`src/rtl/dcache_control.sv`:
```
// Control FSM for the 4-way, 8-set dcache: drives datapath selects/loads and
// sequences hit, writeback and refill against the cacheline adaptor.

package dimux;
  typedef enum logic {
    mem_wdata256_from_cpu = 1'b0,
    pmem_rdata_from_mem   = 1'b1
  } dimux_sel_t;
endpackage

package domux;
  typedef enum logic [1:0] {
    data_array_0 = 2'd0,
    data_array_1 = 2'd1,
    data_array_2 = 2'd2,
    data_array_3 = 2'd3
  } domux_sel_t;
endpackage

package addrmux;
  typedef enum logic [2:0] {
    mem_address = 3'd0,
    cache_0     = 3'd1,
    cache_1     = 3'd2,
    cache_2     = 3'd3,
    cache_3     = 3'd4
  } addrmux_sel_t;
endpackage

package wemux;
  typedef enum logic [1:0] {
    zeros = 2'd0,
    ones  = 2'd1,
    mbe   = 2'd2
  } wemux_sel_t;
endpackage

module dcache_control #(
  parameter int unsigned CNT_W = 32
) (
  input  logic                         clk,
  input  logic                         rst,
  input  logic                         mem_read,
  input  logic                         mem_write,
  output logic                         mem_resp,
  input  logic [3:0]                   hit_o,
  input  logic [3:0]                   valid_o,
  input  logic [3:0]                   dirty_o,
  input  logic [2:0]                   lru_o,
  output dimux::dimux_sel_t            dimux_sel,
  output domux::domux_sel_t            domux_sel,
  output addrmux::addrmux_sel_t        addrmux_sel,
  output wemux::wemux_sel_t [3:0]      wemux_sel,
  output logic [3:0]                   valid_load,
  output logic [3:0]                   dirty_load,
  output logic [3:0]                   tag_load,
  output logic [3:0]                   valid_i,
  output logic [3:0]                   dirty_i,
  output logic                         pmem_read,
  output logic                         pmem_write,
  input  logic                         pmem_resp,
  output logic [CNT_W-1:0]             hit_count,
  output logic [CNT_W-1:0]             miss_count,
  output logic [CNT_W-1:0]             wb_count
);

  typedef enum logic [1:0] {IDLE, CHECK, WRITEBACK, FETCH} state_t;

  state_t     state, state_n;
  logic [1:0] victim, victim_n, victim_c, hit_way;
  logic       refilled, refilled_n;
  logic       hit_inc_c, miss_inc_c, wb_inc_c;

  function automatic addrmux::addrmux_sel_t cache_sel(input logic [1:0] w);
    case (w)
      2'd0:    return addrmux::cache_0;
      2'd1:    return addrmux::cache_1;
      2'd2:    return addrmux::cache_2;
      default: return addrmux::cache_3;
    endcase
  endfunction

  // Hit way from a one-hot vector; multi-hit is illegal upstream
  always_comb begin
    hit_way = 2'd0;
    for (int i = 0; i < 4; i++) begin
      if (hit_o[i]) hit_way = 2'(i);
    end
  end

  // Victim: lowest invalid way wins, else tree-PLRU
  always_comb begin
    if (lru_o[0] == 1'b0) victim_c = lru_o[2] ? 2'd2 : 2'd3;
    else                  victim_c = lru_o[1] ? 2'd0 : 2'd1;
    for (int i = 3; i >= 0; i--) begin
      if (!valid_o[i]) victim_c = 2'(i);
    end
  end

  always_ff @(posedge clk or negedge rst) begin
    if (!rst) begin
      state    <= IDLE;
      victim   <= 2'd0;
      refilled <= 1'b0;
    end else begin
      state    <= state_n;
      victim   <= victim_n;
      refilled <= refilled_n;
    end
  end

  always_comb begin
    state_n     = state;
    victim_n    = victim;
    refilled_n  = refilled;
    mem_resp    = 1'b0;
    pmem_read   = 1'b0;
    pmem_write  = 1'b0;
    dimux_sel   = dimux::mem_wdata256_from_cpu;
    domux_sel   = domux::data_array_0;
    addrmux_sel = addrmux::mem_address;
    for (int i = 0; i < 4; i++) wemux_sel[i] = wemux::zeros;
    valid_load  = 4'b0000;
    dirty_load  = 4'b0000;
    tag_load    = 4'b0000;
    valid_i     = 4'b0000;
    dirty_i     = 4'b0000;
    hit_inc_c   = 1'b0;
    miss_inc_c  = 1'b0;
    wb_inc_c    = 1'b0;

    unique case (state)
      IDLE: begin
        refilled_n = 1'b0;
        if (mem_read || mem_write) state_n = CHECK;
      end
      CHECK: begin
        if (!(mem_read || mem_write)) begin
          state_n = IDLE;
        end else if (|hit_o) begin
          domux_sel = domux::domux_sel_t'(hit_way);
          mem_resp  = 1'b1;
          hit_inc_c = 1'b1;
          state_n   = IDLE;
          if (mem_write) begin
            wemux_sel[hit_way]  = wemux::mbe;
            dirty_load[hit_way] = 1'b1;
            dirty_i[hit_way]    = 1'b1;
          end
        end else begin
          // The post-refill recheck must not count as a second miss
          victim_n   = victim_c;
          miss_inc_c = !refilled;
          state_n    = (valid_o[victim_c] && dirty_o[victim_c]) ? WRITEBACK : FETCH;
        end
      end
      WRITEBACK: begin
        pmem_write  = 1'b1;
        addrmux_sel = cache_sel(victim);
        domux_sel   = domux::domux_sel_t'(victim);
        if (pmem_resp) begin
          dirty_load[victim] = 1'b1;
          wb_inc_c           = 1'b1;
          state_n            = FETCH;
        end
      end
      FETCH: begin
        pmem_read = 1'b1;
        dimux_sel = dimux::pmem_rdata_from_mem;
        if (pmem_resp) begin
          wemux_sel[victim]  = wemux::ones;
          tag_load[victim]   = 1'b1;
          valid_load[victim] = 1'b1;
          valid_i[victim]    = 1'b1;
          dirty_load[victim] = 1'b1;
          refilled_n         = 1'b1;
          state_n            = CHECK;
        end
      end
      default: state_n = IDLE;
    endcase
  end

  // Saturating performance counters
  always_ff @(posedge clk or negedge rst) begin
    if (!rst) begin
      hit_count  <= '0;
      miss_count <= '0;
      wb_count   <= '0;
    end else begin
      if (hit_inc_c  && (hit_count  != '1)) hit_count  <= hit_count  + CNT_W'(1);
      if (miss_inc_c && (miss_count != '1)) miss_count <= miss_count + CNT_W'(1);
      if (wb_inc_c   && (wb_count   != '1)) wb_count   <= wb_count   + CNT_W'(1);
    end
  end

endmodule

```
`config.mk`:
```
export PLATFORM = sky130hd
export DESIGN_NAME = dcache_control
export DESIGN_NICKNAME = d
export VERILOG_FILES = /design/src/rtl/dcache_control.sv
export SDC_FILE = /design/constraint.sdc
export NUM_CORES = 1
export LEC_CHECK = 0
export BUFFER_PORTS_ARGS = -buffer_cell sky130_fd_sc_hd__buf_2
export CAP_MARGIN = 25
export CORE_MARGIN = 5
export CORE_UTILIZATION = 44
export CTS_CLUSTER_SIZE = 28
export DETAILED_ROUTE_END_ITERATION = 7
export GPL_TIMING_DRIVEN = 0
export HOLD_SLACK_MARGIN = 0.06
export PLACE_DENSITY_LB_ADDON = 0.08
export SLEW_MARGIN = 5
export SYNTH_ARGS = -nofsm -noshare
export SYNTH_HDL_FRONTEND = slang
export SYNTH_SLANG_ARGS = --single-unit
```
`constraint.sdc`:
```
create_clock -name clk -period 2.4 [get_ports clk]
set_input_delay 0 -clock clk [delete_from_list [all_inputs] [get_ports clk]]
set_output_delay 0 -clock clk [all_outputs]
set_load 0.05 [all_outputs]
```
After elaboration in Yosys (flattened, before gate mapping)
Cells that the tools add are included.
- bits in registers: 101
- output and inout bits: 133
- add/subtract/negate cells: 3
- magnitude comparators: 5
- eq/ne operators: 11
- muxes and demuxes: 58
- bitwise logic cells: 1
- reduce and logical (&&, ||, !) cells: 16
- operator list (operator ; number):
    $add 32x1->32 const B ; 3
    $ne 32x32->1 const B ; 3
    $mux 2 ; 16
    $mux 4 ; 6
    $mux 8 ; 3
    $mux 1 ; 19
    $pmux 8 s2 ; 1
    $lt 2x3->1 const B ; 3
    $pmux 3 s3 ; 1
    $demux 2 s2 ; 2
    $pmux 2 s4 ; 1
    $pmux 4 s2 ; 1
    $mux 7 ; 1
    $eq 2x2->1 const B ; 3
    $logic_and 1x1->1 ; 6
    $ne 2x2->1 const B ; 3
    $reduce_and 3->1 ; 2
    $bmux 1 s2 ; 2
    $demux 1 s2 ; 2
    $eq 2x1->1 const B ; 2
    $ge 2x1->1 const B ; 2
    $logic_not 2->1 ; 2
    $pmux 2 s2 ; 1
    $reduce_or 4->1 ; 1
    8 further kinds ; 8

Longest topological paths before layout
- word-level depth: 13
- mapped depth: 9

Worst setup path before layout
Ideal clock, no wire load.
- path type: reg2out
- start point: register state[1]
- end point: output dirty_load[0]
- data arrival time: 2.891 ns
- required time: 2.400 ns
- path slack: -0.491 ns
- cell stages (with the launch flop): 7
- buffers on the path: 0
- cells stage by stage: dfrtp_1 -> inv_1 -> ha_1 -> nand3_1 -> nor3b_1 -> a21oi_1 -> nor2_1
- cells in the longest elaborated chain, start to end: 3
- elaborated cells on any way between the ends: 5
- RTL lines (element ; RTL line ; text):
    start, declared ; 69 ; state_t state, state_n;
    start signal, assigned ; 106 ; state <= state_n;
    $eq 2x2->1 ; 132 ; unique case (state)
    $reduce_or 2->1 (no source line) ; -- ;
    $pmux 4 s2 * ; 132 ;
    end, declared ; 55 ; output logic [3:0] dirty_load,
Every way passes the cells marked *; elsewhere a longest branch is shown, timed or not.

Final worst setup path
- start point: register hit_count[0]
- end point: register hit_count[1]
- cells in the longest elaborated chain, start to end: 2
- elaborated cells on any way between the ends: 3
- RTL lines (element ; RTL line ; text):
    start, declared ; 62 ; output logic [CNT_W-1:0] hit_count,
    start signal, assigned ; 191 ; if (hit_inc_c && (hit_count != '1)) hit_count <= hit_count + CNT_W'(1);
    branches (longest 2 deep; another with $add 32x1->32) ; -- ;
Several ways; the timed one is not identified.
A chain may end at the register's enable or synchronous reset.

==> run metrics <==
clock root buffer=clkbuf_16; area grow syn2layout=27.8%; CP top delay family=simple AND/OR/NAND/NOR gates; Ys Warns=0; post-synth top area share=46.3%; TritonCTS Buffers=9; Std-Cell Rows=40; Slowest-stage cell, CP=dfrtp_1; routed wire length per instance=15.5 µm; Die Span Y=121 µm; min Tclk post-route=2250 ps; Core Area=12100 µm²; vias per cell=5.26; placed insts=863; Max Freq=0.444 GHz; critical-path cell list=ha_1, nand2_1, nor3_1, nand4_1, nand2_1, mux2_2; gr ovfl total=0; first-pass GRT wire length=22.9 mm; GRT Util Overall=19.1%; met3 usage=4.52%; sequential share of the synthesized area=46.3%; routability cong.=0.806; fill cell count=1075; CP most frequent cell=nand2_1; share of cells above drive strength 1=29.5%; leakage=3.61 nW; R2R Setup Slk=150 ps; nets@finish=751; RSZ-0062 raised after global routing=no; Syn Nets=575; via count=4672; Mapped Avg Cell Area=10.1 µm²; chip width=121 µm; worst rel slew slack=53.7%; n_diodes=0; Pre-antenna DRT Iters=4; CP Capture Type=register; hpwl dp=10.3 mm; worst slack at placement=-153 ps; WL final=13.8 mm; Pwr Density=678 nW/µm²; Yosys reg bits=101; met2 usage=29.8%; fraction of registers with async set/reset=100%; Max-cap violations=0; PortBufs=152; Fin. Hold Viols=0; top post-synthesis cells by area=dfrtp_1 (46%), xnor2_1 (8.3%), xor2_1 (6.3%); clk sink count=101; Hold Crit Class=in -> reg; vias in the first global route=4504; crit path kind=reg -> reg; number of flops mapped to enable cells by yosys=0; Starting Density=45.2%; I/O pin cnt=153; pins over their slew limit=0; outcome=finished clean; initial DRC count=265; CP peak stage delay=430 ps; period utilization=93.9%; detailed-route DRC error count=0; met1 Usage GRT=26.5%; Most Crowded Layer GR=met2; WP data required=2630 ps; Synth area leader=dfrtp_1; crit path launch type=register; synthesized area=5460 µm²; worst-path fanout max=9; Least-Margin Pin Slew=688 ps; Die ar.=14700 µm²; Cell variety after synth=47; Finished Layout Cells=889; skew final=6.69 ps; ys flop type=dfrtp_1; Setup violations, final=0; Crit path buffers/inverters=0; largest net degree at the start of global routing=56; clk_lat worst skew=340 ps; clk buf depth=2; Worst-path clk slew=70 ps; Final WS setup=146 ps; CTS H-tree lvls=3; CTS tree=yes; crit path DAT=2490 ps; Max IR drop VDD=0.637 mV; post-route ant nets=0; post-synthesis instance total=542; initial antenna violation count=0
[power breakdown]
| group | internal [mW] | total, mW | switching, mW |
|---|---|---|---|
| Clock | 0.964 | 1.60 | 0.637 |
| Sequential | 1.81 | 1.95 | 0.144 |
| Combinational | 0.341 | 1.18 | 0.834 |
[placed cells by master (no fill, tap or decap), drive strengths merged, types with 13 or more instances in the layout]
cell type / synthesis / routed
buf: 12 / 168
dfrtp: 101 / 101
xnor2: 52 / 52
nand2: 45 / 45
nand3: 45 / 45
xor2: 39 / 39
nor2: 34 / 34
nand4: 30 / 30
and3: 27 / 27
nor3: 22 / 22
clkbuf: 5 / 17
inv: 15 / 16
nor4: 16 / 16
and4: 14 / 14
ha: 13 / 13
[registers in the layout, summed over array words and instances, names as in the netlist]
signal and flops:
refilled 1, hit_count 32, state 2, wb_count 32
miss_count 32, victim 2
[cell families after synthesis]
logic type	after synthesis	synth area share [%]
flops	101	46.3
simple gates	271	28.4
mux	10	1.95
compound gates	24	2.87
fa+ha+maj	13	2.98
buf+inv	32	2.91
xor+xnor	91	14.6
[path summary, 6_finish.rpt]
| kind | end | startpoint | cells after the start |
|---|---|---|---|
| setup reg to reg | hit_count[1] | hit_count[0] | 6 |
| hold / removal | victim[1] | lru_o[0] | 4 |
| min in group asynchronous | miss_count[31] | rst | 2 |
| setup / recovery | hit_count[1] | hit_count[0] | 6 |
| max in group asynchronous | hit_count[29] | rst | 3 |
| hold reg to reg | wb_count[28] | wb_count[28] | 1 |
[cell type report]
class | instances | area [µm²] | share of cell area [%]
inverters | 15 | 56.3 | 0.808
multi-input cells | 409 | 2850 | 40.9
clock inverters | 3 | 68.8 | 0.987
repair buffers | 165 | 903 | 13.0
clock buffers | 11 | 253 | 3.63
well taps | 168 | 210 | 3.02
flip-flops and latches | 101 | 2530 | 36.3
plain buffers | 17 | 104 | 1.49
[Yosys cell counts (2+ instances only)]
cell,instances
and4b_2,2
inv_1,15
ha_1,13
xor2_1,39
nor4b_1,5
nor3b_1,5
and2_1,9
nand3_1,43
a21oi_1,8
buf_4,10
dfrtp_1,101
mux2i_1,5
nor4_1,14
and4_1,13
o22ai_1,2
mux2_2,5
o21ai_0,7
clkbuf_1,5
and3_1,27
xnor2_1,52
nor4_2,2
or3_1,3
or2_2,3
nand4_1,30
nand2_1,45
nand4b_1,3
nor2_1,34
nand2b_1,3
nor3_1,21
[tightest hold or removal path, stage by stage]
cell and delay [ps]:
buf_2 90, nand3_1 70, nand3_1 180, mux2i_1 100
[what timing repair did]
| item | in CTS | in global routing |
|---|---|---|
| hold buffers | 8 | 0 |
| gates resized for setup | 4 | 10 |
| buffers inserted | 1 | 3 |
| pin swaps | 1 | 2 |
| endpoints found under the setup margin | 18 | 43 |
| hold endpoints to repair | 49 | 0 |
[metal layers]
layer / wire, µm / vias to the layer above
li1: - / 2283
met1: 6220 / 2257
met2: 6560 / 119
met3: 893 / 13
met4: 145 / 0
met5: 0 / -
[per-stage QoR]
step                total power [mW]  instance area [µm²]  setup TNS [ps]  hold slack, ps  utilization, %
floorplan                       2.77                 5460               0            -296               -
global placement                3.09                 6430           -1400             265            53.4
detailed placement              3.12                 6460           -1520            68.4            53.6
CTS                             4.76                 6900               0             146            57.2
global route                    4.95                 6970               0             176            57.8
finish                          4.73                 6970               0             149            57.8
No activity file was read; power rests on OpenSTA's default activity.
